==> src/rtl/eth_cdc_pkg.sv <==
// Shared definitions for the MAC-side ingress arbiter in front of slow_fast_cdc.
// Holds the header magic nibble, the arbiter state type and the counter width.
package eth_cdc_pkg;

    localparam logic [3:0] HDR_MAGIC   = 4'hA;
    localparam int         MAX_NUM_SRC = 16;
    localparam int         TRUNC_CNT_W = 16;

    typedef enum logic [1:0] {
        IDLE,
        DATA,
        DRAIN,
        GAP
    } arb_state_t;

    // Frame prefix byte: magic in the high nibble, source index in the low.
    function automatic logic [7:0] mkHeader(input logic [3:0] idx);
        return {HDR_MAGIC, idx};
    endfunction

endpackage

==> src/rtl/cdc_ingress_arbiter_rr_picker.sv <==
// rr_picker: combinational requester search over NUM_SRC request bits.
// Ports: reqIn (requests), ptrIn (last winner), foundOut, idxOut (winner).
// Macro ARB_STRICT_PRIO_EN selects lowest-index-wins and ignores ptrIn;
// otherwise the search starts at ptrIn+1 modulo NUM_SRC.
module rr_picker
    import eth_cdc_pkg::*;
#(
    parameter int NUM_SRC = 2,
    parameter int IDX_W   = 1
) (
    input  logic [NUM_SRC-1:0] reqIn,
    input  logic [IDX_W-1:0]   ptrIn,
    output logic               foundOut,
    output logic [IDX_W-1:0]   idxOut
);

`ifdef ARB_STRICT_PRIO_EN
    logic unusedPtr;
    assign unusedPtr = ^ptrIn;

    // Scan downwards so the lowest set index is the last one written.
    always_comb begin
        foundOut = 1'b0;
        idxOut   = '0;
        for (int k = NUM_SRC - 1; k >= 0; k--) begin
            if (reqIn[IDX_W'(k)]) begin
                foundOut = 1'b1;
                idxOut   = IDX_W'(k);
            end
        end
    end
`else
    int cand;

    // Offset NUM_SRC is the previous winner itself (lowest priority);
    // offset 1 is written last and therefore wins.
    always_comb begin
        foundOut = 1'b0;
        idxOut   = '0;
        cand     = 0;
        for (int k = NUM_SRC; k >= 1; k--) begin
            cand = (int'(ptrIn) + k) % NUM_SRC;
            if (reqIn[IDX_W'(cand)]) begin
                foundOut = 1'b1;
                idxOut   = IDX_W'(cand);
            end
        end
    end
`endif

endmodule

==> src/rtl/cdc_ingress_arbiter.sv <==
// cdc_ingress_arbiter: frame-granular arbiter sharing the CDC byte write port.
// Ports: wrClkIn/wrRstIn (sync, active-high), srcValidIn/srcLastIn/srcDataIn/
// srcReadyOut per source, wrEnOut/wrDataOut to the CDC, busyOut, truncCntOut.
// Frames get a {HDR_MAGIC,idx} prefix, are cut at MAX_LEN data bytes and are
// separated by GAP_CYCLES idle cycles. Macro ARB_STRICT_PRIO_EN: fixed priority.
module cdc_ingress_arbiter
    import eth_cdc_pkg::*;
#(
    parameter int NUM_SRC    = 2,
    parameter int MAX_LEN    = 1518,
    parameter int GAP_CYCLES = 2
) (
    input  logic                   wrClkIn,
    input  logic                   wrRstIn,
    input  logic [NUM_SRC-1:0]     srcValidIn,
    input  logic [NUM_SRC-1:0]     srcLastIn,
    input  logic [8*NUM_SRC-1:0]   srcDataIn,
    output logic [NUM_SRC-1:0]     srcReadyOut,
    output logic                   wrEnOut,
    output logic [7:0]             wrDataOut,
    output logic                   busyOut,
    output logic [TRUNC_CNT_W-1:0] truncCntOut
);

    localparam int IDX_W = (NUM_SRC > 1) ? $clog2(NUM_SRC) : 1;
    localparam arb_state_t END_STATE = (GAP_CYCLES == 0) ? IDLE : GAP;

    arb_state_t       state;
    logic [IDX_W-1:0] grant;
    logic [IDX_W-1:0] rrPtr;
    logic [15:0]      lenCnt;
    logic [7:0]       gapCnt;

    logic             pickFound;
    logic [IDX_W-1:0] pickIdx;

    logic             grantValid;
    logic             grantLast;
    logic [7:0]       grantData;
    logic             grantOn;
    logic [16:0]      lenNext;
    logic             atMax;
    logic             gapLast;

    rr_picker #(
        .NUM_SRC (NUM_SRC),
        .IDX_W   (IDX_W)
    ) uPicker (
        .reqIn    (srcValidIn),
        .ptrIn    (rrPtr),
        .foundOut (pickFound),
        .idxOut   (pickIdx)
    );

    // Mux the granted source's stream.
    always_comb begin
        grantValid = 1'b0;
        grantLast  = 1'b0;
        grantData  = '0;
        for (int i = 0; i < NUM_SRC; i++) begin
            if (IDX_W'(i) == grant) begin
                grantValid = srcValidIn[i];
                grantLast  = srcLastIn[i];
                grantData  = srcDataIn[8*i +: 8];
            end
        end
    end

    // Ready depends on state and grant only, never on valid.
    assign grantOn = (state == DATA) || (state == DRAIN);

    always_comb begin
        srcReadyOut = '0;
        for (int i = 0; i < NUM_SRC; i++) begin
            if (grantOn && (IDX_W'(i) == grant)) begin
                srcReadyOut[i] = 1'b1;
            end
        end
    end

    assign lenNext = {1'b0, lenCnt} + 17'd1;
    assign atMax   = (lenNext == 17'(MAX_LEN));
    assign gapLast = (gapCnt == 8'(GAP_CYCLES - 1));
    assign busyOut = (state != IDLE);

    always_ff @(posedge wrClkIn) begin
        if (wrRstIn) begin
            state       <= IDLE;
            grant       <= '0;
            rrPtr       <= IDX_W'(NUM_SRC - 1);
            lenCnt      <= '0;
            gapCnt      <= '0;
            wrEnOut     <= 1'b0;
            wrDataOut   <= '0;
            truncCntOut <= '0;
        end else begin
            wrEnOut <= 1'b0;
            unique case (state)
                IDLE: begin
                    if (pickFound) begin
                        grant     <= pickIdx;
                        rrPtr     <= pickIdx;
                        wrEnOut   <= 1'b1;
                        wrDataOut <= mkHeader(4'(pickIdx));
                        lenCnt    <= '0;
                        state     <= DATA;
                    end
                end
                DATA: begin
                    if (grantValid) begin
                        wrEnOut   <= 1'b1;
                        wrDataOut <= grantData;
                        lenCnt    <= lenNext[15:0];
                        // A last byte that is also the MAX_LENth is a clean end.
                        if (grantLast) begin
                            gapCnt <= '0;
                            state  <= END_STATE;
                        end else if (atMax) begin
                            state <= DRAIN;
                            if (truncCntOut != '1) begin
                                truncCntOut <= truncCntOut + 1'b1;
                            end
                        end
                    end
                end
                DRAIN: begin
                    if (grantValid && grantLast) begin
                        gapCnt <= '0;
                        state  <= END_STATE;
                    end
                end
                GAP: begin
                    if (gapLast) begin
                        state <= IDLE;
                    end else begin
                        gapCnt <= gapCnt + 8'd1;
                    end
                end
                default: state <= IDLE;
            endcase
        end
    end

endmodule
==> config.mk <==
export PLATFORM = sky130hd
export DESIGN_NAME = cdc_ingress_arbiter
export DESIGN_NICKNAME = d
export VERILOG_FILES = /design/src/rtl/eth_cdc_pkg.sv /design/src/rtl/cdc_ingress_arbiter_rr_picker.sv /design/src/rtl/cdc_ingress_arbiter.sv
export SDC_FILE = /design/constraint.sdc
export NUM_CORES = 1
export LEC_CHECK = 0
export CAP_MARGIN = 20
export CELL_PAD_IN_SITES_DETAIL_PLACEMENT = 0
export CELL_PAD_IN_SITES_GLOBAL_PLACEMENT = 2
export CORE_ASPECT_RATIO = 2
export CORE_MARGIN = 2
export CORE_UTILIZATION = 34
export DETAILED_ROUTE_END_ITERATION = 8
export PLACE_DENSITY_LB_ADDON = 0.1
export SLEW_MARGIN = 20
export SYNTH_ARGS = -nofsm -noshare
export SYNTH_HDL_FRONTEND = slang
export SYNTH_SLANG_ARGS = --single-unit
==> constraint.sdc <==
create_clock -name wrClkIn -period 7.95 [get_ports wrClkIn]
set_input_delay 0.795 -clock wrClkIn [delete_from_list [all_inputs] [get_ports wrClkIn]]
set_output_delay 0.795 -clock wrClkIn [all_outputs]
set_load 0.02 [all_outputs]
Word level (Yosys, flattened, before mapping)

Cells that the tools add are included.
W data, S select, Z words.

Register bits after elaboration: 53
Input port bits: 22
Output and inout port bits: 28
Word-level logic and storage cells: 77

Add/sub/neg operators: 5
$lt $le $gt $ge: 2
Equal/unequal tests: 13
Multiplexer cells: 34
Bitwise operators: 2
Reduce and logical (&&, ||, !) cells: 13

Operator list:

| operator                | count |
|---|---|
| $mux W8                 | 7 |
| $mux W16                | 2 |
| $pmux W16 S2            | 1 |
| $pmux W8 S3             | 1 |
| $add A16 B1 Y17 const B | 1 |
| $eq A17 B11 Y1 const B  | 1 |
| $add A16 B1 Y16 const B | 1 |
| $ne A16 B16 Y1 const B  | 1 |
| $pmux W8 S2             | 1 |
| $reduce_and A5 Y1       | 3 |
| $mux W1                 | 14 |
| $mux W2                 | 6 |
| $ne A2 B2 Y1 const B    | 5 |
| $add A8 B1 Y8 const B   | 1 |
| $eq A8 B1 Y1 const B    | 1 |
| $pmux W2 S4             | 1 |
| $lt A1 B3 Y1 const B    | 2 |
| $eq A2 B2 Y1 const B    | 2 |
| $reduce_bool A2 Y1      | 2 |
| $logic_and A1 B1 Y1     | 3 |
| $ne A3 B3 Y1 const B    | 1 |
| $reduce_and A3 Y1       | 1 |
| $reduce_bool A3 Y1      | 1 |
| $add A1 B1 Y1 const B   | 2 |
| other kinds (7)         | 8 |

Logic depth before layout (Yosys ltp)

Gate-level depths: netlist (run 1).

Word-level depth: 8
Mapped depth: 10
Depth with buffers taken out: 9

Modules after synthesis

A second synthesis (run 1) with hierarchy kept.

Cells, all modules: 390
Area, all modules: 3,135.5 sq um

By module, submodules not included:

| module              | instances | cells an instance | area each (sq um) | sequential area each (sq um) |
|---|---|---|---|---|
| cdc_ingress_arbiter | 1         | 388               | 3,114.2           | 1,061.0 |
| rr_picker           | 1         | 2                 | 21.3              | 0.0 |

Least setup slack after synthesis (run 1)

OpenSTA, ideal clock, no wires.

Path type: register to register
Start point: reg lenCnt[0]
End point: reg truncCntOut[13]
Setup time: 0.115 ns
Data arrival time: 2.469 ns
Data required time: 7.835 ns
Setup slack: 5.366 ns
Cell stages (with the launch flop): 10
Buffers on the path: 1
Period minus slack after synthesis: 2.584 ns
Cells stage by stage: dfxtp_1 -> ha_1 -> nand3_4 -> or4_4 -> a221oi_2 -> and4b_1 -> nand3_2 -> buf_6 -> o31a_2 -> o21a_1

Cells in the longest elaborated chain, start to end: 3

RTL lines:

| element                            | RTL line                   | text |
|---|---|---|
| start: declaration                 | cdc_ingress_arbiter.sv:31  | `logic [15:0] lenCnt;` |
| start signal: assignment           | cdc_ingress_arbiter.sv:113 | `lenCnt <= lenNext[15:0];` |
| $add A16 B1 Y17                    | cdc_ingress_arbiter.sv:81  | `assign lenNext = {1'b0, lenCnt} + 17'd1;` |
| $eq A17 B11 Y1                     | cdc_ingress_arbiter.sv:82  | `assign atMax = (lenNext == 17'(MAX_LEN));` |
| $reduce_and A5 Y1 (no source line) | --                         |  |
| end signal: assignment             | cdc_ingress_arbiter.sv:121 | `truncCntOut <= truncCntOut + 1'b1;` |
| end: declaration                   | cdc_ingress_arbiter.sv:22  | `output logic [TRUNC_CNT_W-1:0] truncCntOut` |

No other way between the ends.
A chain may end at the register's enable or synchronous reset.

Worst setup path in the final report (run 1)

Start point: reg lenCnt[0]
End point: reg truncCntOut[5]

The elaborated chain is that of the path after synthesis.

==> key figures, run 1 <==
Outcome
  – Outcome: completed

Placement
  – GPL Wtd Cong: 0.8683
  – DP Cell Count: 530
  – HPWL after DPL: 6386 µm
  – Placed Area: 3660 µm²
  – IO Port Bufs: just under 50

Yosys
  – EDFF count, synth: 0
  – Most used DFF post-synth: dfxtp_1
  – Post-synthesis sequential area ratio: 33.25%
  – FFs w/ async S/R, synth: 0%
  – Library cells used by synthesis: between 50 and 60
  – Synth Register Bits: 53
  – Syn_nets: between 400 and 500
  – Mean Syn Cell Area: 7.957 µm²
  – Synthesized area: 3191 µm²
  – Syn Inst Count: 401
  – Synth warn: 0

Routing
  – DRT iter0 DRCs: between 100 and 150
  – Vias: 3000
  – Wire length on met2: just under 5000 µm
  – Total iterations of the first detailed-routing run: 4
  – Metal3 WL: 218 µm
  – Highest routed metal layer: met4
  – Total Wirelength: 8742 µm
  – Via density: 5.576
  – Routed wire length per instance: 16.25 µm
  – M1 WL: roughly 3400 µm
  – DRC viols: 0
  – Post-DRT Antenna Nets: 0

Clock tree
  – Clk root buf: clkbuf_16
  – Clk sinks: 53
  – CTS resizes: 0
  – H-tree levels: 2
  – CTS tree: yes
  – Hold Buf Count CTS: 0
  – Buffer count from post-CTS setup fixing: 0
  – CTS buffer count: 5
  – Clock Path Buffers: 2
  – Clk slew on worst S/H paths: 0.07 ns
  – Worst skew pair latency: 0.29 ns

Setup path
  – FF-to-FF path depth: 8
  – Critical path required time: 8.17 ns
  – Crit start category: flop
  – Critical path fanouts, max: 20
  – Crit end category: flop
  – WP data arrival: 3.42 ns
  – R2r setup slk: 4.75 ns
  – Setup CP Type: flop to flop

GRT
  – Pin count of the biggest net entering global routing: 46
  – First-pass GRT wire length: approximately 14000 µm
  – Gr usage total: between 10% and 20%
  – Vias in the first global route: about 2900
  – Grt ovf: 0
  – Initial antenna violation count: 0

Layout
  – Nets: 464
  – Synth-to-layout area growth: 20.12%
  – Post-route insts no fill: 538
  – Diode count: 0
  – Layout cells sized above 1: 8.295%
  – Finished layout cell area: 3832 µm²
  – # fillers: 980

Worst hold path
  – Hold Crit Class: flop to flop
  – Cell count of the worst hold path: 2

Timing
  – Slew margin rel.: between 40% and 50%
  – Pins Over Slew Limit: 0
  – Final period util: between 40% and 50%
  – Final Hold Viols: 0
  – Slew @ Worst Pin: 0.7658 ns
  – Final min period: 3.197 ns
  – Hold Slack: 0.4597 ns
  – Fin Setup TNS: 0 ns
  – Max Fclk: 0.3128 GHz
  – Clock Skew: roughly 0.0039 ns
  – Unrepaired setup endpoints after global routing: false
  – Final count of negative-setup-slack endpoints: 0

Power
  – Leakage: 1.255 nW
  – PD cells: 225.4 nW/µm²
  – Maximum vdd drop: 110.3 µV

Floorplanning
  – Die height: 141.0 µm
  – Std-Cell Rows: 50
  – Io pins: 50
  – Die Width: 72.50 µm
  – DIE AREA: 10220 µm²
  – Starting Density: around a third
  – Placeable Area: between 9000 and 10000 µm²

Flow run
  – Max-cap check violation count: 0
-- critical path, cell delays in order, from the launching register on --
cell,delay [ns]
dfxtp_1,0.49
ha_1,0.35
nand3_4,0.14
or4_4,0.56
a221oi_2,0.28
and4b_1,0.28
nand3_2,0.35
or4_1,0.52
a21oi_1,0.15
-- stage by stage --
step	util, %	worst slack (ns)	power [mW]
after floorplan	-	5.367	0.5076
final	41.39	4.753	0.8638
after CTS	41.39	4.731	0.8814
after global placement	39.53	4.746	0.6134
after detailed placement	39.53	4.681	0.6156
after global routing	41.39	4.453	0.9192
-- synthesized netlist by cell type (all sizes together), types with 2 or more instances --
library cell  number  area, µm²
or3                8      50.05
ha                 9      112.6
o21a               5      37.54
a221oi             3      32.53
xor2               6      52.55
a211oi             3      22.52
nor2b              8      50.05
mux2i              7      70.07
buf                4      37.53
nor4               9      56.30
mux2               8      90.09
xnor2              4      35.03
nand4b             5      43.79
a22oi              3      22.52
and3               4      26.28
or4                4      33.78
a21boi             2      15.01
a21oi             37      185.2
clkbuf            21      123.9
nor2              44      165.2
o31a               5      48.80
nor3              10      50.05
nand3             13      87.59
and2b              2      15.01
o21ai             24      120.1
a32oi              2      17.52
a31oi              2      12.51
inv               12      45.04
o31ai              3      22.52
and2               2      12.51
nand2             43      161.4
or2                3      18.77
dfxtp             53       1061
a311oi             4      35.03
nand4             16      100.1
-- registers in the layout, summed over array words and instances, names as in the netlist --
name / flops
rrPtr: 1
lenCnt: 16
truncCntOut: 16
state: 2
wrDataOut: 8
grant: 1
wrEnOut: 1
gapCnt: 8
-- area by class of cell --
cell class,count,area (µm²),area share (%)
clock buffer,7,142.6,3.722
clock inverter,1,30.03,0.7835
inverter,12,45.04,1.175
multi-input combinational,310,1918,50.05
sequential,53,1061,27.69
tap,104,130.1,3.395
timing repair buffer,51,505.5,13.19
-- report_power, final --
| part | total (mW) | switching, mW | internal [mW] |
|---|---|---|---|
| Combinational | 0.297 | 0.176 | 0.120 |
| Sequential | 0.309 | 0.0245 | 0.285 |
| Clock | 0.258 | 0.100 | 0.158 |
-- layer usage --
layer,up-vias,track usage [%]
met1,1420,19.03
li1,1514,-
met4,0,7.505
met5,-,0
met3,12,1.787
met2,54,34.19
-- placed cells by master, fill, tap and decap left out, types with 4 or more instances in the layout --
master | netlist | layout
a21oi_1 | 37 | 37
clkbuf_16 | 0 | 5
nor4_1 | 9 | 9
or3_1 | 8 | 8
xor2_1 | 6 | 6
nand3_1 | 10 | 10
nand2_1 | 43 | 43
xnor2_1 | 4 | 4
o21a_1 | 5 | 5
o21ai_0 | 24 | 24
mux2_2 | 8 | 8
nor2b_1 | 8 | 8
clkdlybuf4s50_1 | 0 | 49
nor3_1 | 10 | 10
ha_1 | 9 | 9
mux2i_1 | 7 | 7
o31a_2 | 4 | 4
inv_1 | 12 | 12
a311oi_1 | 4 | 4
nand4b_1 | 5 | 5
nor2_1 | 44 | 44
dfxtp_1 | 53 | 53
nand4_1 | 16 | 16
-- worst paths after layout --
check	from	end
max reg2reg	lenCnt[0]	truncCntOut[5]
min	wrDataOut[3]	wrDataOut[3]
max	lenCnt[0]	truncCntOut[5]
min reg2reg	wrDataOut[3]	wrDataOut[3]
-- kinds of logic after synthesis --
logic type	synth area share (%)
simple gates	28.78
compound gates	19.88
flops	33.25
buf+inv	6.784
mux	5.020
xor+xnor	2.745
fa+ha+maj	3.529
(Power assumes the default switching activity.)
==> run 2: changes to the inputs <==
Settings changed: CORE_UTILIZATION 34 to 31.
Clock period 7.95 ns to 3.15 ns, I/O delays scaled along.
==> run 2 against run 1 <==
  * Clock-buffer cell count is the same
  * First-iteration DRC count shrank 13%
  * Global-route usage shrank 0.68 points
  * Via count grew 1.8%
  * Clock power grew 120%
  * Flip-flop and latch count is the same
  * Power grew 150%
  * Register-to-register slack lost 4.4 ns
  * Cell area grew 2.9%
  * Critical path type unchanged
  * Critical endpoint is now truncCntOut[14]
  * Highest routed layer unchanged
==> key figures, run 2 (synthesis gave the netlist of run 1 again) <==
Outcome
  – Outcome: completed (unchanged)

GRT
  – First-pass GRT wire length: 14910 µm (was 14350 µm)
  – Initial antenna violation count: 0 (unchanged)
  – Vias in the first global route: 3114 (was 2891)
  – Grt ovf: 0 (unchanged)
  – Gr usage total: 17.18% (was 17.86%)
  – Pin count of the biggest net entering global routing: 21 (was 46)

Layout
  – Finished layout cell area: 3944 µm² (was 3832 µm²)
  – Synth-to-layout area growth: 23.61% (was 20.12%)
  – Diode count: 0 (unchanged)
  – Most frequent cells in the layout: dfxtp_1 (53), clkdlybuf4s50_1 (49), nor2_1 (44) (unchanged)
  – Nets: 477 (was 464)
  – Post-route insts no fill: 582 (was 538)
  – Biggest registers after layout: lenCnt x16, truncCntOut x16 (unchanged)
  – Layout cells sized above 1: 10.74% (was 8.295%)
  – Commonest non-fill, non-tap cell in the layout: dfxtp_1 (unchanged)

Placement
  – IO Port Bufs: 49 (unchanged)
  – DP Cell Count: 574 (was 530)
  – Placed Area: 3796 µm² (was 3660 µm²)
  – Setup slack at placement: 0.2193 ns (was 4.681 ns)
  – GPL Wtd Cong: 0.8688 (was 0.8683)
  – HPWL after DPL: 6823 µm (was 6386 µm)

Setup path
  – Critical path required time: 3.38 ns (was 8.17 ns)
  – Setup CP Type: flop to flop (unchanged)
  – Worst R2R Start: lenCnt[0] (unchanged)
  – Crit end category: flop (unchanged)
  – Crit start category: flop (unchanged)
  – Critical path fanouts, max: 20 (unchanged)
  – First element of the critical path: lenCnt[0] (unchanged)
  – WP data arrival: 3.05 ns (was 3.42 ns)

Timing
  – Pins Over Slew Limit: 0 (unchanged)
  – Slew margin rel.: 56.84% (was 48.88%)
  – Slew @ Worst Pin: 0.6475 ns (was 0.7658 ns)
  – Unrepaired setup endpoints after global routing: false (unchanged)
  – Max Fclk: 0.3542 GHz (was 0.3128 GHz)
  – Final min period: 2.823 ns (was 3.197 ns)
  – Clock Skew: 0.005783 ns (was 0.003889 ns)
  – Final Hold Viols: 0 (unchanged)
  – Final period util: 89.62% (was 40.21%)
  – Final count of negative-setup-slack endpoints: 0 (unchanged)
  – Fin Setup TNS: 0 ns (unchanged)
  – Final setup margin: 0.3269 ns (was 4.753 ns)

Routing
  – Vias: 3053 (was 3000)
  – Post-DRT Antenna Nets: 0 (unchanged)
  – Total iterations of the first detailed-routing run: 6 (was 4)
  – Via density: 5.246 (was 5.576)
  – Total Wirelength: 9064 µm (was 8742 µm)
  – DRC viols: 0 (unchanged)
  – DRT iter0 DRCs: 98 (was 112)
  – Routed wire length per instance: 15.57 µm (was 16.25 µm)

Power
  – Switching share of total power: 36.76% (was 34.82%)
  – Internal cell power: 1.347 mW (was 563.0 µW)
  – PD cells: 540.1 nW/µm² (was 225.4 nW/µm²)
  – Maximum vdd drop: 228.7 µV (was 110.3 µV)
  – Leakage: 1.302 nW (was 1.255 nW)
  – Combinational power share: 38.2% (was 34.3%)
  – Total power: 2.130 mW (was 863.8 µW)
  – Clock power share: 26.5% (was 29.8%)
  – Switch Pwr: 783.0 µW (was 300.8 µW)
  – Seq pwr share: 35.3% (was 35.8%)

Clock tree
  – Buffer count from post-CTS setup fixing: 0 (unchanged)
  – Worst skew pair latency: 0.30 ns (was 0.29 ns)
  – CTS buffer count: 5 (unchanged)
  – Clk slew on worst S/H paths: 0.07 ns (about the same)
  – CTS tree: yes (unchanged)
  – CTS resizes: 0 (unchanged)
  – Hold Buf Count CTS: 0 (unchanged)
  – Clk root buf: clkbuf_16 (unchanged)
  – Clock Path Buffers: 2 (unchanged)
  – Clk sinks: 53 (unchanged)
  – H-tree levels: 2 (unchanged)

Floorplanning
  – Std-Cell Rows: 52 (was 50)
  – Io pins: 50 (unchanged)
  – Die Width: 75.74 µm (was 72.50 µm)
  – DIE AREA: 11170 µm² (was 10220 µm²)
  – Placeable Area: 10080 µm² (was 9259 µm²)
  – Die height: 147.5 µm (was 141.0 µm)
  – Starting Density: 31.64% (was 34.46%)

Worst hold path
  – Hold_sp: wrDataOut[6] (was wrDataOut[3])
  – Hold Crit Class: flop to flop (unchanged)

Flow run
  – Max-cap check violation count: 0 (unchanged)
## run 2: final timing paths
kind                                   endpoint  slack, ns  depth (start not counted)
worst max register to register  truncCntOut[14]       0.33                          8
worst min-delay path               wrDataOut[6]       0.45                          2
worst min register to register     wrDataOut[6]       0.45                          2
worst max-delay path            truncCntOut[14]       0.33                          8
## run 2: cell type report
class | instances | area (µm²)
clock inverter | 1 | 7.507
inverter | 12 | 45.04
fill | 1068 | 6141
clock buffer | 7 | 132.6
multi-input combinational | 310 | 1926
sequential | 53 | 1061
timing repair buffer | 64 | 603.1
tap | 135 | 168.9
## run 2: worst max-delay path: stages, from the launching register on
cell and delay, ns:
dfxtp_1 0.33, ha_1 0.31, nand3_4 0.15, or4_4 0.55, a221oi_2 0.27, and4b_1 0.32
nand3_4 0.22, or4_1 0.45, a21oi_1 0.14
## run 2: power groups by stage
stage / Combinational (mW) / Clock [mW] / Sequential [mW]
5_1_grt: 0.904 / 0.602 / 0.758
3_5_place_dp: 0.828 / 0 / 0.766
6_report: 0.814 / 0.565 / 0.752
4_1_cts: 0.831 / 0.584 / 0.751
3_3_place_gp: 0.827 / 0 / 0.765
2_1_floorplan: 0.487 / 0 / 0.794
## run 2: routing by layer
metal  routed length, µm  track usage (%)  vias up
met5                   0                0        -
met2                5151            32.43       47
met4                 314            7.719        0
met1                3404            17.38     1442
met3                 194            2.590       25
li1                    -                -     1539
## run 2: metrics by stage
| step | hold WS (ns) | util (%) |
|---|---|---|
| floorplan | 0.4583 | - |
| global placement | 0.4406 | 37.64 |
| detailed placement | 0.4435 | 37.64 |
| CTS | 0.4540 | 39.03 |
| global route | 0.4738 | 39.11 |
| finish | 0.4527 | 39.11 |
